===== config.mk =====
export PLATFORM = sky130hd
export DESIGN_NAME = pipe_control
export DESIGN_NICKNAME = d
export VERILOG_FILES = /design/src/rtl/pipe_control.sv
export SDC_FILE = /design/constraint.sdc
export NUM_CORES = 1
export LEC_CHECK = 0
export ABC_AREA = 1
export CORE_MARGIN = 3
export CORE_UTILIZATION = 35
export DETAILED_ROUTE_END_ITERATION = 8
export PLACE_DENSITY = 0.76
export SLEW_MARGIN = 20
export SYNTH_ARGS = -nofsm -noshare
export SYNTH_HDL_FRONTEND = slang
export SYNTH_SLANG_ARGS = --single-unit

===== constraint.sdc =====
create_clock -name clk -period 1.22 [get_ports clk]
set_input_delay 0.305 -clock clk [delete_from_list [all_inputs] [get_ports clk]]
set_output_delay 0.305 -clock clk [all_outputs]
set_load 0.02 [all_outputs]

===== src/rtl/pipe_control.sv =====
// Registered pipeline control: ID decode into ID/EX and EX/MEM control registers,
// with squash on flush and illegal-opcode flagging. Load-use detection is built when
// PIPE_CONTROL_HAZARD_EN is defined. Otherwise stall_o is 0, and software must put a
// delay slot after each LD.
module pipe_control #(
  parameter int REG_W = 6
) (
  input  logic             clk,
  input  logic             rst_n,
  input  logic             en_i,
  input  logic             valid_i,
  input  logic [3:0]       opcode_i,
  input  logic [REG_W-1:0] rs_i,
  input  logic [REG_W-1:0] rt_i,
  input  logic [REG_W-1:0] rd_i,
  input  logic             flush_i,
  output logic             stall_o,
  output logic [4:0]       ex_ctrl_o,
  output logic [REG_W-1:0] ex_rd_o,
  output logic [6:0]       mem_ctrl_o,
  output logic [REG_W-1:0] mem_rd_o,
  output logic             illegal_o
);

  localparam logic [4:0] EX_NOP  = 5'b01100;
  localparam logic [6:0] MEM_NOP = 7'b0000000;

  logic [4:0]       dec_ex;
  logic [6:0]       dec_mem;
  logic             dec_ill;
  logic [REG_W-1:0] dec_rd;
  logic [6:0]       idex_mem_q;
  logic             load_use;

  // An invalid ID slot enters the pipe exactly like a bubble.
  always_comb begin
    dec_ex  = EX_NOP;
    dec_mem = MEM_NOP;
    dec_ill = 1'b0;
    dec_rd  = '0;
    if (valid_i) begin
      dec_rd = rd_i;
      unique case (opcode_i)
        4'b0000: begin dec_ex = 5'b01100; dec_mem = 7'b0000000; end
        4'b1111: begin dec_ex = 5'b11100; dec_mem = 7'b1010000; end
        4'b1110: begin dec_ex = 5'b11110; dec_mem = 7'b1100000; end
        4'b0011: begin dec_ex = 5'b11101; dec_mem = 7'b0000000; end
        4'b0100: begin dec_ex = 5'b10000; dec_mem = 7'b1000000; end
        4'b0101: begin dec_ex = 5'b01000; dec_mem = 7'b1000000; end
        4'b0110: begin dec_ex = 5'b00100; dec_mem = 7'b1000000; end
        4'b0111: begin dec_ex = 5'b00000; dec_mem = 7'b1000000; end
        4'b1000: begin dec_ex = 5'b01100; dec_mem = 7'b0001000; end
        4'b1001: begin dec_ex = 5'b01100; dec_mem = 7'b0000001; end
        4'b1010: begin dec_ex = 5'b00110; dec_mem = 7'b0000100; end
        4'b1011: begin dec_ex = 5'b01100; dec_mem = 7'b0000010; end
        default: dec_ill = 1'b1;
      endcase
    end
  end

`ifdef PIPE_CONTROL_HAZARD_EN
  // MemRead together with MemToReg marks an LD. JM also reads memory but writes PC, not a register.
  assign load_use = valid_i && ex_ctrl_o[1] && idex_mem_q[5] &&
                    ((ex_rd_o == rs_i) || (ex_rd_o == rt_i));
`else
  logic unused_srcs;
  assign unused_srcs = ^{rs_i, rt_i};
  assign load_use    = 1'b0;
`endif

  assign stall_o = load_use && rst_n && en_i && !flush_i;

  always_ff @(posedge clk) begin
    if (!rst_n) begin
      ex_ctrl_o  <= EX_NOP;
      idex_mem_q <= MEM_NOP;
      ex_rd_o    <= '0;
      illegal_o  <= 1'b0;
      mem_ctrl_o <= MEM_NOP;
      mem_rd_o   <= '0;
    end else if (en_i) begin
      if (flush_i) begin
        ex_ctrl_o  <= EX_NOP;
        idex_mem_q <= MEM_NOP;
        ex_rd_o    <= '0;
        illegal_o  <= 1'b0;
        mem_ctrl_o <= MEM_NOP;
        mem_rd_o   <= '0;
      end else begin
        mem_ctrl_o <= idex_mem_q;
        mem_rd_o   <= ex_rd_o;
        if (stall_o) begin
          ex_ctrl_o  <= EX_NOP;
          idex_mem_q <= MEM_NOP;
          ex_rd_o    <= '0;
          illegal_o  <= 1'b0;
        end else begin
          ex_ctrl_o  <= dec_ex;
          idex_mem_q <= dec_mem;
          ex_rd_o    <= dec_rd;
          illegal_o  <= dec_ill;
        end
      end
    end
  end

endmodule

# After elaboration in Yosys (flattened, before gate mapping)
# Cells that the tools add are included.
[op_classes]
n_eq_ne = 11
muxes = 13
n_reduce_logical = 3
[ops]
columns = ["operator", "n"]
rows = [
  ["case mux 7 bit (7 select lines)", 1],
  ["case mux 5 bit (8 select lines)", 1],
  ["equality test 4 bit (second input constant)", 6],
  ["2-to-1 mux 7 bit", 3],
  ["2-to-1 mux 6 bit", 3],
  ["equality test 4 x 3 -> 1 bit (second input constant)", 4],
  ["OR reduction 12 bit", 1],
  ["2-to-1 mux 5 bit", 2],
  ["equality test 4 x 2 -> 1 bit (second input constant)", 1],
  ["logical NOT 4 bit", 1],
  ["OR reduction 4 bit", 1],
  ["2-to-1 mux 1 bit", 3],
]
[word_totals]
reg_bits = 32
inputBits = 27
out_inout_bits = 26
wordCells = 33

# Longest topological paths before layout
[depth]
word_depth = 5
mapped_depth = 7
depth_no_buf = 7

# Least setup slack after synthesis
# Ideal clock, no wire load.
[synth_path]
path_type = "input to register"
start = "input flush_i"
end = "register idex_mem_q[3]"
setup_ps = 68
arrival_time_ps = 895
required_ps = 1152
path_slack_ps = 257
stages = 6
path_buffers = 1
path_cell_list = "inv_1 -> nand3_2 -> inv_2 -> buf_6 -> nand3_2 -> a21oi_2"
[synth_via]
elab_chain_len = 1
[synth_lines]
columns = ["element", "line", "rtl"]
rows = [
  ["start: declaration", "16", "input logic flush_i,"],
  ["2-to-1 mux 7 bit", "82", "if (flush_i) begin"],
  ["end signal: assignment", "99", "idex_mem_q <= dec_mem;"],
  ["end: declaration", "32", "logic [6:0] idex_mem_q;"],
]
# No other way between the ends.
# A chain may end at the register's enable or synchronous reset.

# Worst setup path after layout
[layout_path]
start = "register mem_rd_o[1]"
end = "output mem_rd_o[1]"
[layout_rtl]
columns = ["element", "line", "rtl"]
rows = [
  ["start: declaration", "21", "output logic [REG_W-1:0] mem_rd_o,"],
  ["start signal: assignment", "91", "mem_rd_o <= ex_rd_o;"],
]
# No word-level cell between the ends.

==> impl_metrics.toml <==
[synth]
ys_seq_area_frac = 0.4923
synth_ff_type = "dfxtp_1"
synthArstFlopShare = 0
muxShareOfSynthArea = 0
synth_top_area_share = 0.4923
yosysWarningCount = 0
avgSynthCellArea_sq_um = 7.478
syn-num-nets = 201
synthAdderAreaFrac = 0
yosys.area_share.simple = 0.2481
synth_cells = 174
yosys-top-cells-area = "dfxtp_1 (49%), nand2_1 (12%), a21oi_1 (11%), nor2_1 (6.3%), o21ai_0 (5.0%)"
synth_edf_count = 0
syn_area_sq_um = 1301
synth_area_leader_cell = "dfxtp_1"
synth_compound_gate_area_share = 0.1875
synth_top_family_by_area = "simple AND/OR/NAND/NOR gates"
synth_cell_types = 21
synth-seq-cells = 32
synth-xor-area-share = 0

[pwr]
peakVddDrop_mv = 0.7819
powerDensity_nw_per_um2 = 1185
power.leakage_nw = 0.8979

[global_routing]
grt.overflow.total = 0
antenna_found_initial = 0
grt_pass1_vias = 1223
grt_max_degree = 18
grt_pass1_wl_um = 5520
grtUsageTotal = 0.1668

[floorplan]
die_area_sq_um = 4486
die_w_um = 66.98
start_util = 0.3752
coreArea_sq_um = 3468
rows = 21
die_y_um = 66.98
pin_count = 53

[critical_path]
rrSetupSlack_ns = 0.46
end_kind = "output port"
reg2reg_to = "mem_rd_o[0]"
crit_type = "flip-flop to output port"
cp.buffers_inverters = 1
cpPeakStageDelay_ns = 0.34
r2r-start = "ex_rd_o[0]"
critical_path_arrival_ns = 0.89
crit_family = "flip-flops"
cp_slowest_cell = "dfxtp_1"
worstPathMaxFanout = 2
path_cells = "clkdlybuf4s15_2"
required_ns = 0.91
cp_num_cells = 1
r2r_cells = 3
critPathLaunch = "mem_rd_o[1]"
crit_end = "mem_rd_o[1]"
start_kind = "flip-flop"

[clock_tree]
ctsHoldBuffers = 0
cts_setup_buffers = 0
clkTransAtPathRegs_ns = 0.06
cts_root_buf = "clkbuf_8"
clk_latency_ns = 0.28
cts_max_level = 2
cts_buffer_depth = 2
cts_made_buffers = 5
clock_sinks = 32
tritoncts = "done"

[run_status]
run_status = "completed"

[timing]
period_needed_ns = 1.192
max_freq_ghz = 0.8392
rsz0062_at_grt = "no"
fin_crit_sh = 0.9767
setup_ws_ns = 0.02845
setup_viol = 0
whs_ns = 0.4617
fin_skew_ns = 0.001899
finalHoldViolations = 0
drv_slew = 0

[layout]
multi_input_area_sq_um = 590.6
regArea_sq_um = 640.6
n_antenna_cell = 0
area_growth_pct = 58.37
fin_nets = 266
drive_above_1_share = 0.3125
fillers = 350

[detailed_routing]
routed_wl_um = 3265
drt-vias-per-instance = 4.636
dr.pass1.iters = 4
wl_per_cell_um = 11.42
met2_wirelength_um = 1420
post-route-drc-count = 0
wl_met1_um = 1626
dr_wl_met3_um = 158
num_vias = 1326
drt-initial-drc-count = 55
postRouteAntennaNets = 0
dr.max_layer_used = "met4"

[flow_run]
max_cap_viol_count = 0

[hold_path]
hp-class = "input pin to flip-flop"
min-delay-start = "valid_i"

[placed_design]
place_ws_ns = -0.4297
gp_congestion = 0.8509
dpl.hpwl_um = 2423
port_buffers = 39
layout by cell type, fill, tap and decap left out:
master	Yosys	routed
conb_1	1	1
o21ai_0	13	13
nand3_2	3	2
nand3_1	7	7
nand2_1	40	40
buf_12	0	3
nand3_4	0	1
buf_2	6	9
clkinv_1	1	1
a21oi_1	28	28
dfxtp_1	32	32
o21ai_1	1	1
nor3_1	1	1
inv_4	0	1
nor2_2	2	4
clkbuf_1	1	1
clkbuf_8	0	5
nand3b_1	1	1
nor2_4	0	1
clkdlybuf4s50_1	0	8
clkdlybuf4s15_2	0	16
buf_4	1	25
dlygate4sd2_1	0	1
inv_1	7	5
clkinv_2	0	1
a22oi_1	1	1
nor2_1	22	19
bufinv_16	0	1
dlymetal6s2s_1	0	5
inv_2	2	3
a21oi_2	3	3
per-stage QoR:
| stage | setup TNS [ns] | total power, W | instances | cell area (sq um) | util |
|---|---|---|---|---|---|
| 2_1_floorplan | 0 | 0.001278 | 174 | 1301 | - |
| 3_3_place_gp | -7.873 | 0.001485 | 278 | 1944 | 0.5606 |
| 3_5_place_dp | -8.141 | 0.001487 | 278 | 1944 | 0.5606 |
| 4_1_cts | -0.01100 | 0.002468 | 286 | 2083 | 0.6006 |
| 5_1_grt | 0 | 0.002543 | 286 | 2061 | 0.5942 |
| 6_report | 0 | 0.002441 | 286 | 2061 | 0.5942 |
timing repair:
action,CTS,global route
gates cloned,0,0
gates resized for setup,79,19
pin swaps,0,1
endpoints found under the setup margin,29,29
worst reg2reg max path, stage by stage (launching register included):
cell,delay (ns)
dfxtp_1,0.31
buf_4,0.13
a21oi_1,0.16
nor2_1,0.05
sequential cells by signal (all words and copies together), names as in the netlist:
register and count:
ex_rd_o 6, idex_mem_q 7, mem_ctrl_o 7, mem_rd_o 6, illegal_o 1, ex_ctrl_o 5
report_power, final:
part | leakage, nW | switching, W | total (W) | internal (W)
Clock | 0.0552 | 0.000381 | 0.000986 | 0.000605
Sequential | 0.261 | 0.0000151 | 0.00109 | 0.00108
Combinational | 0.582 | 0.000190 | 0.000363 | 0.000173
Total | 0.898 | 0.000587 | 0.00244 | 0.00185
synthesized netlist by cell type, types with 2 or more instances:
cell type  number
nor2_1         22
nand3_2         3
o21ai_0        13
nor2_2          2
nand2_1        40
nand3_1         7
dfxtp_1        32
inv_1           7
a21oi_2         3
buf_2           6
a21oi_1        28
inv_2           2
worst min path at each step:
stage / slack, ns / endpoint / cells past startpoint
floorplan: 0.44 / idex_mem_q[6] / 2
global placement: 0.45 / idex_mem_q[2] / 2
detailed placement: 0.45 / idex_mem_q[4] / 2
CTS: 0.46 / idex_mem_q[4] / 2
global route: 0.48 / idex_mem_q[2] / 2
finish: 0.46 / ex_ctrl_o[2] / 4
per-layer routing:
| layer | track usage | vias to the layer above |
|---|---|---|
| met2 | 0.2525 | 29 |
| met3 | 0.04553 | 5 |
| met1 | 0.2122 | 597 |
| met5 | 0 | - |
| met4 | 0.09114 | 0 |
| li1 | - | 695 |
area by class of cell:
type / instances / share of cell area
clock buffer: 6 / 0.03522
inverter: 10 / 0.01943
tap: 46 / 0.02793
timing repair buffer: 67 / 0.3030
clock inverter: 2 / 0.01700
sequential: 32 / 0.3109
multi-input combinational: 123 / 0.2866
cell families after synthesis:
group           Yosys count
simple gates             76
compound gates           46
flops                    32
buf+inv                  19
other cells               1
Power figures use the tool's default switching activity.
